===== config.mk =====
export PLATFORM = sky130hd
export DESIGN_NAME = avalon_sample_writer
export DESIGN_NICKNAME = d
export VERILOG_FILES = /design/src/rtl/audio_pkg.sv /design/src/rtl/sync_fifo.sv /design/src/rtl/avalon_sample_writer.sv
export SDC_FILE = /design/constraint.sdc
export NUM_CORES = 1
export LEC_CHECK = 0
export ABC_CLOCK_PERIOD_IN_PS = 3640
export CAP_MARGIN = 20
export CORE_ASPECT_RATIO = 1.2
export CORE_UTILIZATION = 40
export DETAILED_ROUTE_END_ITERATION = 8
export PLACE_DENSITY_LB_ADDON = 0.3
export SYNTH_ARGS = -nofsm -noshare
export SYNTH_HDL_FRONTEND = slang
export SYNTH_HIERARCHICAL = 1
export SYNTH_SLANG_ARGS = --single-unit
export TNS_END_PERCENT = 50

===== constraint.sdc =====
create_clock -name clk -period 3.64 [get_ports clk]
set_clock_uncertainty 0.2 [all_clocks]
set_input_delay 0.91 -clock clk [delete_from_list [all_inputs] [get_ports clk]]
set_output_delay 0.91 -clock clk [all_outputs]
set_load 0.05 [all_outputs]

===== src/rtl/audio_pkg.sv =====
// Shared definitions for the Avalon-MM sample writer.
//   DATA_SIZE_DEF : default sample width
//   REG_*         : register offsets on the slave port
//   CTRL_* / STAT_*: bit positions inside CTRL and STAT
//   mm_req_t      : chipselect-qualified slave request
package audio_pkg;
  localparam int DATA_SIZE_DEF = 28;

  localparam logic [1:0] REG_DATA = 2'd0;
  localparam logic [1:0] REG_CTRL = 2'd1;
  localparam logic [1:0] REG_STAT = 2'd2;
  localparam logic [1:0] REG_RSVD = 2'd3;

  localparam int CTRL_EN     = 0;
  localparam int CTRL_IRQ_EN = 1;
  localparam int CTRL_FLUSH  = 2;

  localparam int STAT_EMPTY    = 0;
  localparam int STAT_FULL     = 1;
  localparam int STAT_UNDERRUN = 2;
  localparam int STAT_OVERFLOW = 3;
  localparam int STAT_LVL_LSB  = 8;

  typedef struct packed {
    logic        wr;
    logic        rd;
    logic [1:0]  addr;
    logic [31:0] wdata;
  } mm_req_t;
endpackage


===== src/rtl/sync_fifo.sv =====
// Show-ahead synchronous FIFO.
//   push/pop  : enqueue din / dequeue head (caller guarantees legality)
//   flush     : empty in one cycle; overrides a push in the same cycle
//   dout      : head entry, valid whenever !empty
//   level     : fill count 0..DEPTH; full/empty derived from it
module sync_fifo #(
  parameter int WIDTH = 28,
  parameter int DEPTH = 16,
  localparam int AW = $clog2(DEPTH)
) (
  input  logic             clk,
  input  logic             rst_n,
  input  logic             push,
  input  logic             pop,
  input  logic             flush,
  input  logic [WIDTH-1:0] din,
  output logic [WIDTH-1:0] dout,
  output logic [AW:0]      level,
  output logic             full,
  output logic             empty
);
  logic [DEPTH-1:0][WIDTH-1:0] mem;
  logic [AW-1:0]               wr_ptr, rd_ptr;
  logic                        do_push;

  assign do_push = push & ~flush;

  // Pointers are AW bits wide so they wrap naturally at DEPTH.
  always_ff @(posedge clk or negedge rst_n) begin
    if (!rst_n) begin
      mem    <= '0;
      wr_ptr <= '0;
      rd_ptr <= '0;
      level  <= '0;
    end else begin
      if (do_push) begin
        mem[wr_ptr] <= din;
        wr_ptr      <= wr_ptr + 1'b1;
      end
      if (flush) begin
        // wr_ptr is not advancing under flush, so rd_ptr lands on it.
        rd_ptr <= wr_ptr;
        level  <= '0;
      end else begin
        if (pop) rd_ptr <= rd_ptr + 1'b1;
        case ({do_push, pop})
          2'b10:   level <= level + 1'b1;
          2'b01:   level <= level - 1'b1;
          default: level <= level;
        endcase
      end
    end
  end

  assign dout  = mem[rd_ptr];
  assign full  = (level == (AW+1)'(DEPTH));
  assign empty = (level == '0);
endmodule


===== src/rtl/avalon_sample_writer.sv =====
// CPU-to-stream audio sample writer.
//   Avalon-MM slave (chipselect/address/write/writedata/read/read_data) pushes
//   samples into a FIFO and exposes CTRL/STAT; samples leave on a valid/ready
//   source (out_valid/out_data/out_ready). irq is a registered level interrupt
//   for low water, overflow and underrun.
module avalon_sample_writer
  import audio_pkg::*;
#(
  parameter int DATA_SIZE  = DATA_SIZE_DEF,
  parameter int FIFO_DEPTH = 16,
  parameter int LOW_WATER  = 4
) (
  input  logic                 clk,
  input  logic                 rst_n,
  input  logic                 chipselect,
  input  logic [1:0]           address,
  input  logic                 write,
  input  logic [31:0]          writedata,
  input  logic                 read,
  output logic [31:0]          read_data,
  output logic                 out_valid,
  output logic [DATA_SIZE-1:0] out_data,
  input  logic                 out_ready,
  output logic                 irq
);
  localparam int LW = $clog2(FIFO_DEPTH) + 1;

  mm_req_t       req;
  logic          enable, irq_en, ovf, und;
  logic [LW-1:0] level;
  logic          full, empty;
  logic          push_req, push, pop, flush, ctrl_wr, stat_wr, low;
  logic [31:0]   rd_mux;
  logic          unused_wd;

  assign req = '{wr: chipselect & write, rd: chipselect & read,
                 addr: address, wdata: writedata};
  assign unused_wd = ^req.wdata;

  // enable is registered, so clearing it drops out_valid the next cycle,
  // and reset drops it asynchronously.
  assign out_valid = enable & ~empty;

  always_comb begin
    push_req = req.wr && (req.addr == REG_DATA);
    ctrl_wr  = req.wr && (req.addr == REG_CTRL);
    stat_wr  = req.wr && (req.addr == REG_STAT);
    flush    = ctrl_wr && req.wdata[CTRL_FLUSH];
    pop      = out_valid && out_ready;
    // A pop frees a slot in the same cycle, so full does not block then.
    push     = push_req && !flush && (!full || pop);
    low      = (level <= LW'(LOW_WATER));
  end

  sync_fifo #(.WIDTH(DATA_SIZE), .DEPTH(FIFO_DEPTH)) u_fifo (
    .clk   (clk),
    .rst_n (rst_n),
    .push  (push),
    .pop   (pop),
    .flush (flush),
    .din   (req.wdata[DATA_SIZE-1:0]),
    .dout  (out_data),
    .level (level),
    .full  (full),
    .empty (empty)
  );

  always_comb begin
    rd_mux = '0;
    case (req.addr)
      REG_CTRL: begin
        rd_mux[CTRL_EN]     = enable;
        rd_mux[CTRL_IRQ_EN] = irq_en;
      end
      REG_STAT: begin
        rd_mux[STAT_LVL_LSB +: 8] = 8'(level);
        rd_mux[STAT_OVERFLOW]     = ovf;
        rd_mux[STAT_UNDERRUN]     = und;
        rd_mux[STAT_FULL]         = full;
        rd_mux[STAT_EMPTY]        = empty;
      end
      default: rd_mux = '0;
    endcase
  end

  // Sticky flags: a new event in the same cycle as a W1C wins.
  always_ff @(posedge clk or negedge rst_n) begin
    if (!rst_n) begin
      enable    <= 1'b0;
      irq_en    <= 1'b0;
      ovf       <= 1'b0;
      und       <= 1'b0;
      irq       <= 1'b0;
      read_data <= '0;
    end else begin
      if (ctrl_wr) begin
        enable <= req.wdata[CTRL_EN];
        irq_en <= req.wdata[CTRL_IRQ_EN];
      end
      ovf <= (ovf & ~(stat_wr & req.wdata[STAT_OVERFLOW]))
           | (push_req & ~flush & full & ~pop);
      und <= (und & ~(stat_wr & req.wdata[STAT_UNDERRUN]))
           | (enable & empty & out_ready);
      irq <= irq_en & ((enable & low) | ovf | und);
      if (req.rd) read_data <= rd_mux;
    end
  end
endmodule


# Yosys cells after proc, flatten, opt, wreduce, memory -nomap -nowiden

Cells that the tools add are included.

Output and inout bits: 62
Input bits: 40
Register bits: 478

Equality and inequality tests: 5
Add/sub/neg operators: 4
Bitwise operators: 24
Muxes and demuxes: 12
Reduce and logical (&&, ||, !) cells: 15
Order comparisons: 4

Operators with widths:

| operator              | count |
|---|---|
| $bwmux W448           | 1 |
| $bmux W28 S4          | 1 |
| $demux W28 S4         | 1 |
| $mux W28              | 2 |
| $and A1 B1 Y1         | 15 |
| $lt A4 B5 Y1 const B  | 2 |
| $mux W5               | 2 |
| $pmux W5 S2           | 1 |
| $add A4 B1 Y4 const B | 2 |
| $logic_and A1 B1 Y1   | 8 |
| $mux W4               | 2 |
| $add A5 B1 Y5 const B | 1 |
| $eq A5 B5 Y1 const B  | 1 |
| $le A5 B3 Y1 const B  | 1 |
| $logic_not A5 Y1      | 1 |
| $not A1 Y1            | 5 |
| $sub A5 B1 Y5 const B | 1 |
| $eq A2 B1 Y1 const B  | 2 |
| $eq A2 B2 Y1 const B  | 2 |
| $ge A4 B1 Y1 const B  | 1 |
| $or A1 B1 Y1          | 4 |
| $pmux W2 S2           | 1 |
| $reduce_bool A3 Y1    | 1 |
| $logic_not A1 Y1      | 2 |
| other kinds (4)       | 4 |

# Depth between registers and ports, before layout

Gate-level depths: netlist of run 1.

Depth after elaboration: 10
Depth in mapped cells: 14

# By module

Netlist of run 1, hierarchy kept.

Modules (own cells, without submodules):

| module               | instances | seq. area each (µm²) | cells an instance | area each (µm²) |
|---|---|---|---|---|
| sync_fifo            | 1         | 11536.1              | 1296              | 20916.3 |
| avalon_sample_writer | 1         | 350.3                | 95                | 842.1 |

# Worst setup path before layout of run 1

Ideal clock, no wire load.

Path kind: input-to-reg
Start point: input address[1]
End point: register u_fifo.level[4]
Required time: 3.309 ns
Path buffers: 1
Cell stages on the path: 14
Slack: 0.144 ns
Data arrival time: 3.165 ns
Path through: inv_1 -> ha_1 -> nand2_1 -> nand4_1 -> nor2b_1 -> and2b_4 -> buf_6 -> nor2_1 -> xor2_1 -> ha_1 -> a31o_2 -> a32o_1 -> xnor2_1 -> nor2_1

Word-level cells in the longest chain between the ends: 10
Elaborated cells on any way between the ends: 15
Those cells by class: eq/ne: 3; mux: 2; bitwise: 2; reduce/logical: 8

RTL lines:

| what                                         | RTL line                   | RTL |
|---|---|---|
| start: declaration                           | avalon_sample_writer.sv:16 | `input logic [1:0] address,` |
| $eq A2 B1 Y1                                 | avalon_sample_writer.sv:46 | `ctrl_wr = req.wr && (req.addr == REG_CTRL);` |
| $logic_and A1 B1 Y1                          | avalon_sample_writer.sv:46 |  |
| $logic_and A1 B1 Y1                          | avalon_sample_writer.sv:48 | `flush = ctrl_wr && req.wdata[CTRL_FLUSH];` |
| $logic_not A1 Y1                             | avalon_sample_writer.sv:51 | `push = push_req && !flush && (!full \|\| pop);` |
| $logic_and A1 B1 Y1 (*) (2 in series)        | avalon_sample_writer.sv:51 |  |
| named net push                               | avalon_sample_writer.sv:32 | `logic push_req, push, pop, flush, ctrl_wr, stat_wr, low;` |
| $and A1 B1 Y1 (*)                            | sync_fifo.sv:26            | `assign do_push = push & ~flush;` |
| $eq A2 B1 Y1 or $eq A2 B2 Y1 (tied branches) | sync_fifo.sv:46            | `case ({do_push, pop})` |
| $pmux W5 S2                                  | sync_fifo.sv:46            |  |
| $mux W5                                      | sync_fifo.sv:40            | `if (flush) begin` |
| end signal: assignment                       | sync_fifo.sv:47            | `2'b10: level <= level + 1'b1;` |
| end signal: assignment                       | sync_fifo.sv:48            | `2'b01: level <= level - 1'b1;` |
| end signal: assignment                       | sync_fifo.sv:49            | `default: level <= level;` |
| end: declaration                             | sync_fifo.sv:18            | `output logic [AW:0] level,` |

The timed path passes the listed nets; every way through them passes the cells marked *.
A chain may end at the register's enable or synchronous reset.

# Final worst setup path of run 1

Start point: register u_fifo.rd_ptr[0]
End point: output out_data[27]

Word-level cells in the longest chain between the ends: 2

RTL lines:

| what                           | RTL line                   | RTL |
|---|---|---|
| start: declaration             | sync_fifo.sv:23            | `logic [AW-1:0] wr_ptr, rd_ptr;` |
| start signal: assignment       | sync_fifo.sv:42            | `rd_ptr <= wr_ptr;` |
| start signal: assignment       | sync_fifo.sv:45            | `if (pop) rd_ptr <= rd_ptr + 1'b1;` |
| $bmux W28 S4                   | sync_fifo.sv:55            | `assign dout = mem[rd_ptr];` |
| $mux W28 (implied by the code) | sync_fifo.sv:55            |  |
| end: declaration               | avalon_sample_writer.sv:22 | `output logic [DATA_SIZE-1:0] out_data,` |

No other way between the ends. The select of a mux whose other input is x is not followed.

==> out/qor.txt, run 1 <==
status: completed
largest net degree at the start of global routing: 85
Total GRT Usage: 0.196
fin crit share: 0.987
CTS root buf: clkbuf_16
most frequent cells in the layout: dfrtp_1 (473), mux2_2 (264), mux2_1 (187)
io pins: 102
grt ovf: 0
CTS tree: built
worst-margin pin slew: 0.801 ns
Routed WL per cell: 23.2 µm
number of global-route vias before repair: 13300
number of max-cap violations: 0
Cells after DPL: 2151
antenna viol nets, final: 0
Clock Sinks: 475
CTS Buf Count: 49
# setup viols final: 0
worst hold path type: in -> async
Die Ht: 257 µm
syn avg cell area: 15.6 µm²
fin. max-slew vios: 0
Initial DRT Pass Iterations: 6
Pleak: 0.0124 µW
register area: 11900 µm²
Residual DRC: 0
Hold Violations, Final: 0
crit-path max FO: 5
element type at the critical path end: output port
port bufs: 74
Crit path required time: 2.53 ns
Routed WL: 52.3 mm
Clock Latency Late Sink: 0.59 ns
first-pass GRT wire length: 82.3 mm
Layout fillers: 4596
Final min period: 3.59 ns
Yosys warning count: 6
die area: 55300 µm²
CP startpoint kind: register
Finished Core Util: 0.485
clk buf depth: 3
DP HPWL: 31.5 mm
Slew Limit Headroom: 0.466
initial antenna violation count: 1
core area: 53800 µm²
Via density: 5.43
Area Growth Syn to Fin: 19.9%
Worst-path clk slew: 0.06 ns
sum of negative setup slack: 0 ns
Initial DRC Count: 606
Main synth FF type: dfrtp_1
Cell Area, Synth: 21800 µm²
die width: 215 µm
Syn Inst Count: 1391
Layout Cells excl Fill: 2254
Pwr Density: 723 nW/µm²
routed via count: 12200
initial core utilization: 0.405
commonest non-fill, non-tap cell in the layout: dfrtp_1
WS Path Type: reg -> out
Tot Pwr: 18900 µW
register area share after synthesis: 0.546
Synth Register Bits: 475
routability cong.: 0.717
fin nets: 1553
Fmax achieved: 278 MHz
row cnt: 93
RSZ-0062 raised after global routing: yes
ys async rst share: 1.00
area occupied by multi-input gates: 9340 µm²
WP data arrival: 2.48 ns
Worst IR Drop VDD: 354 µV
Yosys cell types: 45
CTS H-tree depth: 2
EDFF count, synth: 0
share of cells above drive strength 1: 0.410
Ant. Diodes: 0
-- worst paths after layout --
check / start / endpoint / slack, ns / depth (start not counted)
min in group clk: u_fifo/mem[211] / u_fifo/mem[211] / 0.28 / 1
min: rst_n / u_fifo/mem[175] / 0.15 / 1
max: u_fifo/rd_ptr[0] / out_data[27] / 0.05 / 7
max reg2reg: u_fifo/level[2] / u_fifo/level[4] / 0.41 / 12
max in group asynchronous: rst_n / u_fifo/mem[238] / 2.18 / 2
min reg2reg: u_fifo/mem[211] / u_fifo/mem[211] / 0.28 / 1
-- layer usage --
| layer | up-vias | routed length [µm] | GRT usage | share of wire |
|---|---|---|---|---|
| met5 | - | 0 | 0 | 0 |
| met4 | 0 | 862 | 0.0438 | 0.016 |
| met3 | 60 | 1650 | 0.0253 | 0.032 |
| met2 | 192 | 26800 | 0.338 | 0.51 |
| met1 | 6641 | 23000 | 0.262 | 0.44 |
| li1 | 5344 | - | - | - |
-- registers in the layout, indices dropped and copies added (netlist names) --
| register | cells |
|---|---|
| u_fifo/wr_ptr | 4 |
| u_fifo/level | 5 |
| u_fifo/rd_ptr | 4 |
| irq_en | 1 |
| ovf | 1 |
| enable | 1 |
| irq | 1 |
| und | 1 |
| read_data | 9 |
| u_fifo/mem | 448 |
-- through the flow --
stage | area [µm²] | hold WS (ns) | worst slack (ns)
3_5_place_dp | 23900 | 0.269 | -0.104
4_1_cts | 25900 | 0.163 | -0.0281
3_3_place_gp | 23900 | 0.261 | -0.0665
5_1_grt | 26100 | 0.180 | -0.0434
6_report | 26100 | 0.146 | 0.0481
2_1_floorplan | 21800 | 0.252 | 0.144
-- cells by family (layout without fill, tap and decap cells) --
logic type	Yosys count	count (layout)	share of synthesized area
xor gates and xnor gates	10	10	0.00403
adders and majority gates	10	10	0.00575
muxes	565	565	0.350
DFF	475	475	0.546
buffers and inverters	134	263	0.0346
AOI/OAI and AO/OA	83	83	0.0269
other	1	23	0.000172
and+or+nand+nor	113	113	0.0320
-- synthesized netlist by cell type (all sizes together), types with 2 or more instances --
master / n / area share
a22oi: 58 / 0.020
a31oi: 2 / 0.00057
a32o: 2 / 0.00092
and2: 3 / 0.00086
buf: 79 / 0.025
clkbuf: 49 / 0.0085
dfrtp: 475 / 0.55
ha: 10 / 0.0058
inv: 6 / 0.0010
mux2: 451 / 0.23
mux2i: 2 / 0.00092
mux4: 112 / 0.12
nand2: 59 / 0.011
nand2b: 3 / 0.00086
nand3: 6 / 0.0037
nand4: 5 / 0.0014
nor2: 23 / 0.0094
nor2b: 6 / 0.0017
nor4: 2 / 0.00057
o21ai: 16 / 0.0037
xnor2: 6 / 0.0024
xor2: 4 / 0.0016
-- layout make-up --
type / instances / share of cell area
well taps: 712 / 0.0342
repair buffers: 167 / 0.0844
multi-input cells: 804 / 0.358
inverters: 6 / 0.000863
flip-flops and latches: 475 / 0.456
clock buffers: 76 / 0.0579
clock inverters: 14 / 0.00873
-- power breakdown --
group	internal, µW	switching [µW]	total [µW]
Combinational	3050	3270	6320
Sequential	6520	718	7240
Clock	3210	2080	5300
-- critical path: stages (launching register included) --
cell and delay [ns]:
dfrtp_4 0.45, buf_8 0.14, buf_12 0.14, clkbuf_16 0.17, mux4_2 0.51, a22oi_1 0.19
nand2_2 0.11, buf_6 0.17
-- repair_timing --
item	in CTS	in global routing
cloned	5	1
buffers inserted	4	3
setup endpoints to repair	21	22
gates resized for setup	27	30
hold buffers	0	0
pin swaps	1	9
Note: power is estimated with default switching activity, not from simulation.
==> inputs of run 2 (changes only) <==
--- a/config.mk
+++ b/config.mk
@@ -13,2 +13,3 @@
 export PLACE_DENSITY_LB_ADDON = 0.3
+export RECOVER_POWER = 25
 export SYNTH_ARGS = -nofsm -noshare
--- a/constraint.sdc
+++ b/constraint.sdc
@@ -4,2 +4,2 @@
 set_output_delay 0.91 -clock clk [all_outputs]
-set_load 0.05 [all_outputs]
+set_load 0.005 [all_outputs]
==> out/qor.txt, run 2 (synthesis gave the netlist of run 1 again) <==
number of global-route vias before repair: 13500 (was 13300)
Routed WL: 51.3 mm (was 52.3 mm)
status: finished, violations left (was completed)
Via density: 5.42 (was 5.43)
Total GRT Usage: 0.193 (was 0.196)
Routed WL per cell: 22.6 µm (was 23.2 µm)
Finished Core Util: 0.483 (was 0.485)
fin. max-slew vios: 61 (was 0)
routability cong.: 0.751 (was 0.717)
grt ovf: 0 (unchanged)
Finished Cell Area: 26000 µm² (was 26100 µm²)
WP data arrival: 2.54 ns (was 2.48 ns)
fin crit share: 1.00 (was 0.987)
first-pass GRT wire length: 81.8 mm (was 82.3 mm)
CP Cell Sequence: buf_12, buf_12, buf_4, mux4_2, a22oi_1, nand2_1, dlygate4sd2_1 (was buf_8, buf_12, clkbuf_16, mux4_2, a22oi_1, nand2_2, buf_6)
Clock Latency Late Sink: 0.57 ns (was 0.59 ns)
Final min period: 3.65 ns (was 3.59 ns)
core area: 53800 µm² (unchanged)
Initial DRT Pass Iterations: 4 (was 6)
CTS tree: built (unchanged)
number of max-cap violations: 1 (was 0)
Pwr Density: 682 nW/µm² (was 723 nW/µm²)
register area: 11900 µm² (unchanged)
Layout fillers: 4580 (was 4596)
initial antenna violation count: 3 (was 1)
CP startpoint kind: register (unchanged)
DP HPWL: 31.4 mm (was 31.5 mm)
largest net degree at the start of global routing: 93 (was 85)
Worst IR Drop VDD: 474 µV (was 354 µV)
clk buf depth: 3 (unchanged)
fin nets: 1570 (was 1553)
Slowest-stage cell, CP: dfrtp_4 (was mux4_2)
Largest register FFs: 448 (unchanged)
worst-margin pin slew: 1.73 ns (was 0.801 ns)
port bufs: 74 (unchanged)
WS Path Type: reg -> out (unchanged)
Clock Sinks: 475 (unchanged)
io pins: 102 (unchanged)
element type at the critical path end: output port (unchanged)
Die Ht: 257 µm (unchanged)
met2 wire len: 26.6 mm (was 26.8 mm)
# setup viols final: 1 (was 0)
area occupied by multi-input gates: 9420 µm² (was 9340 µm²)
die width: 215 µm (unchanged)
Hold Path Origin: u_fifo/mem[203]
Reg-to-Reg Start: u_fifo/level[2] (unchanged)
CTS root buf: clkbuf_16 (unchanged)
largest stage delay on the critical path: 0.52 ns (was 0.51 ns)
Setup crit start: u_fifo/rd_ptr[0] (unchanged)
antenna viol nets, final: 0 (unchanged)
Residual DRC: 0 (unchanged)
CTS Buf Count: 48 (was 49)
Slew Limit Headroom: -0.151 (was 0.466)
violated checks: max-capacitance violations, max-slew violations, negative setup slack
Placed Area: 23900 µm² (about the same)
share of cells above drive strength 1: 0.416 (was 0.410)
most frequent cells in the layout: dfrtp_1 (473), mux2_2 (264), mux2_1 (187) (unchanged)
PnR worst setup slack: -0.00564 ns (was 0.0481 ns)
routed via count: 12300 (was 12200)
Fmax achieved: 274 MHz (was 278 MHz)
RSZ-0062 raised after global routing: yes (unchanged)
CP most frequent cell: buf_12
crit-path max FO: 7 (was 5)
Crit path required time: 2.53 ns (about the same)
Worst-path clk slew: 0.06 ns (about the same)
CTS Hold Buffers Added: 0 (unchanged)
Biggest register: u_fifo/mem (unchanged)
biggest regs: u_fifo/mem (448), read_data (9), u_fifo/level (5) (unchanged)
commonest non-fill, non-tap cell in the layout: dfrtp_1 (unchanged)
top sig layer: met5 (was met4)
Hold Violations, Final: 0 (unchanged)
setup slack, reg-to-reg: 0.57 ns (was 0.41 ns)
Routed met1 length: 21.6 mm (was 23.0 mm)
Area Growth Syn to Fin: 19.3% (was 19.9%)
die area: 55300 µm² (unchanged)
Pleak: 0.0124 µW (about the same)
row cnt: 93 (unchanged)
worst hold path type: reg -> reg (was in -> async)
CTS H-tree depth: 2 (unchanged)
Initial DRC Count: 609 (was 606)
initial core utilization: 0.405 (unchanged)
DR WL met3: 1.84 mm (was 1.65 mm)
==> run 2: final cells by class <==
cell class | count | share of cell area
inverters | 6 | 0.000868
well taps | 712 | 0.0343
diodes | 1 | 0.0000964
clock inverters | 12 | 0.00429
flip-flops and latches | 475 | 0.458
multi-input cells | 804 | 0.363
clock buffers | 77 | 0.0567
repair buffers | 185 | 0.0823
==> run 2: timing repair <==
action                                  in CTS  in global routing
setup buffers                               18                  8
pin swaps                                   30                 25
resized for setup                           98                 41
endpoints found under the setup margin      28                 24
cloned                                       5                  0
hold endpoints to repair                     0                  0
==> run 2: routing by layer <==
layer / vias to the layer above / GRT usage
met5: - / 0
met4: 4 / 0.0579
met3: 89 / 0.0355
met2: 208 / 0.332
met1: 6633 / 0.248
li1: 5380 / -
==> run 2: stage by stage <==
step | setup TNS [ns] | cells | hold WS [ns] | setup WS [ns] | power, µW
6_report | -0.00564 | 2272 | 0.279 | -0.00564 | 17700
3_5_place_dp | -8.91 | 2153 | 0.269 | -0.0892 | 12400
3_3_place_gp | -7.94 | 2153 | 0.261 | -0.0686 | 12200
2_1_floorplan | 0 | 1413 | 0.252 | 0.144 | 10400
4_1_cts | -1.10 | 2265 | 0.0956 | -0.157 | 17900
5_1_grt | -0.321 | 2272 | 0.291 | -0.0984 | 18600
==> run 2: power by group <==
part,total (µW),switching (µW),internal [µW]
registers,7210,690,6520
clock network,4890,2050,2850
logic,5600,2560,3040
total,17700,5290,12400
==> run 2: worst paths after layout <==
path,to,cells after the start
max,out_data[10],7
min,u_fifo/mem[203],1
max reg2reg,u_fifo/level[2],14
min reg2reg,u_fifo/mem[203],1
max in group asynchronous,u_fifo/mem[97],2
min in group asynchronous,u_fifo/mem[118],1
==> run 2: worst max-delay path, delay by kind of cell, from the launching register on <==
family,cells,cell delay (ns)
buffers and inverters,4,0.72
AOI/OAI and AO/OA,1,0.20
DFF,1,0.52
and+or+nand+nor,1,0.11
muxes,1,0.42
==> inputs of run 3 (changes only) <==
Settings changed: MAX_ROUTING_LAYER set to met4.
==> out/qor.txt, run 3 (synthesis gave the netlist of run 1 again) <==
status: finished, violations left (unchanged)
violated checks: max-capacitance violations, max-slew violations, negative setup slack (unchanged)
Hold Violations, Final: 0 (unchanged)
row cnt: 93 (unchanged)
Crit path required time: 2.53 ns (about the same)
Layout fillers: 4577 (was 4580)
Finished Cell Area: 26000 µm² (about the same)
Routed WL: 51.5 mm (was 51.3 mm)
core area: 53800 µm² (unchanged)
Via density: 5.43 (was 5.42)
CP startpoint kind: register (unchanged)
WS Path Type: reg -> out (unchanged)
register area: 11900 µm² (unchanged)
sum of negative setup slack: -0.00905 ns (was -0.00564 ns)
DP HPWL: 31.4 mm (unchanged)
Hold Path Cell Cnt: 1 (unchanged)
fin nets: 1571 (was 1570)
met2 wire len: 26.7 mm (was 26.6 mm)
io pins: 102 (unchanged)
CTS tree: built (unchanged)
CTS Hold Buffers Added: 0 (unchanged)
top sig layer: met4 (was met5)
Total GRT Usage: 0.200 (was 0.193)
element type at the critical path end: output port (unchanged)
Slew Limit Headroom: -0.155 (was -0.151)
Pleak: 0.0124 µW (about the same)
number of max-cap violations: 1 (unchanged)
largest net degree at the start of global routing: 93 (unchanged)
biggest regs: u_fifo/mem (448), read_data (9), u_fifo/level (5) (unchanged)
# setup viols final: 1 (unchanged)
initial core utilization: 0.405 (unchanged)
Tot Pwr: 17700 µW (about the same)
CTS H-tree depth: 2 (unchanged)
first-pass GRT wire length: 81.9 mm (was 81.8 mm)
port bufs: 74 (unchanged)
Routed WL per cell: 22.6 µm (about the same)
number of global-route vias before repair: 13500 (about the same)
routability cong.: 0.761 (was 0.751)
Finished Core Util: 0.483 (about the same)
Die Ht: 257 µm (unchanged)
Worst-path clk slew: 0.06 ns (about the same)
dpl ws: -0.0892 ns (unchanged)
CP Cell Sequence: buf_12, buf_12, buf_4, mux4_2, a22oi_1, nand2_1, dlygate4sd2_1 (unchanged)
grt ovf: 0 (unchanged)
RSZ-0062 raised after global routing: yes (unchanged)
Initial DRT Pass Iterations: 4 (unchanged)
setup slack, reg-to-reg: 0.57 ns (about the same)
Initial DRC Count: 569 (was 609)
die width: 215 µm (unchanged)
DR WL met3: 1.82 mm (was 1.84 mm)
Hold Path Origin: u_fifo/mem[203] (unchanged)
WP data arrival: 2.54 ns (about the same)
Final min period: 3.65 ns (about the same)
Clock Sinks: 475 (unchanged)
fin crit share: 1.00 (about the same)
worst hold path type: reg -> reg (unchanged)
die area: 55300 µm² (unchanged)
most frequent cells in the layout: dfrtp_1 (473), mux2_2 (264), mux2_1 (187) (unchanged)
Clock Latency Late Sink: 0.57 ns (about the same)
initial antenna violation count: 3 (unchanged)
crit-path max FO: 7 (unchanged)
routed via count: 12400 (was 12300)
Routed met1 length: 21.8 mm (was 21.6 mm)
Biggest register: u_fifo/mem (unchanged)
Reg2Reg Capture Point: u_fifo/level[2] (unchanged)
PnR worst setup slack: -0.00905 ns (was -0.00564 ns)
Residual DRC: 0 (unchanged)
fin. max-slew vios: 61 (unchanged)
CP most frequent cell: buf_12 (unchanged)
Hold EP: u_fifo/mem[203] (unchanged)
Pwr Density: 682 nW/µm² (about the same)
area occupied by multi-input gates: 9410 µm² (was 9420 µm²)
worst reg2reg path depth: 14 (unchanged)
CTS root buf: clkbuf_16 (unchanged)
CTS Buf Count: 48 (unchanged)
worst-margin pin slew: 1.73 ns (about the same)
Fmax achieved: 274 MHz (about the same)
largest stage delay on the critical path: 0.52 ns (about the same)
share of cells above drive strength 1: 0.414 (was 0.416)
Placed Area: 23900 µm² (unchanged)
Slowest-stage cell, CP: dfrtp_4 (unchanged)
Reg-to-Reg Start: u_fifo/level[2] (unchanged)
Largest register FFs: 448 (unchanged)
Area Growth Syn to Fin: 19.3% (about the same)
clk buf depth: 3 (unchanged)
antenna viol nets, final: 0 (unchanged)
commonest non-fill, non-tap cell in the layout: dfrtp_1 (unchanged)
Worst IR Drop VDD: 470 µV (was 474 µV)
[run 3: cell count changes in the layout (fill, tap and decap cells not counted)]
cell           previous run  this run
buf_8                     1         2
a22oi_1                  21        23
dlygate4sd2_1             6         7
buf_4                    52        53
buf_6                     7         6
a22oi_2                  37        35
diode_2                   1         3
clkbuf_2                 13        12
[run 3: worst max-delay path by stage]
stage | startpoint | to | slack [ns] | cells after the start
after floorplan | address[1] | u_fifo/level[4] | 0.14 | 14
after global placement | address[1] | u_fifo/mem[313] | -0.07 | 12
after detailed placement | address[1] | u_fifo/mem[433] | -0.09 | 12
after CTS | u_fifo/rd_ptr[0] | out_data[5] | -0.16 | 7
after global routing | u_fifo/rd_ptr[0] | out_data[10] | -0.1 | 7
final | u_fifo/rd_ptr[0] | out_data[10] | -0.009 | 7
[run 3: what timing repair did]
action / in CTS / in global routing
endpoints found under the setup margin: 28 / 24
resized for setup: 98 / 38
cloned: 5 / 0
pin swaps: 30 / 26
setup buffers: 18 / 9
[run 3: worst max-delay path: cells and delay by family, from the launching register on]
| family | cells | cell delay [ns] |
|---|---|---|
| multiplexers | 1 | 0.42 |
| buffers and inverters | 4 | 0.72 |
| AO/OA/AOI/OAI | 1 | 0.20 |
| AND/OR/NAND/NOR | 1 | 0.12 |
| flip-flops | 1 | 0.52 |
[run 3: report_power, final]
part | total (µW) | internal (µW) | switching, µW
combinational | 5620 | 3050 | 2570
clock | 4900 | 2850 | 2050
sequential | 7200 | 6520 | 688
total | 17700 | 12400 | 5300
[run 3: per-layer routing]
layer	track usage	vias up
li1	-	5390
met1	0.250	6661
met2	0.332	216
met3	0.0338	91
met4	0.0579	0
met5	-	-
[run 3: layout make-up]
| class | instances | share of cell area |
|---|---|---|
| diodes | 3 | 0.000289 |
| repair buffers | 186 | 0.0829 |
| multi-input cells | 804 | 0.363 |
| inverters | 6 | 0.000867 |
| clock buffers | 77 | 0.0567 |
| clock inverters | 12 | 0.00429 |
| well taps | 712 | 0.0343 |
| flip-flops and latches | 475 | 0.458 |
[run 3: stage by stage]
step                      std cells  hold WS [ns]
after floorplan                1413         0.252
after global placement         2153         0.261
after detailed placement       2153         0.269
after CTS                      2265        0.0956
after global routing           2275         0.291
final                          2275         0.279
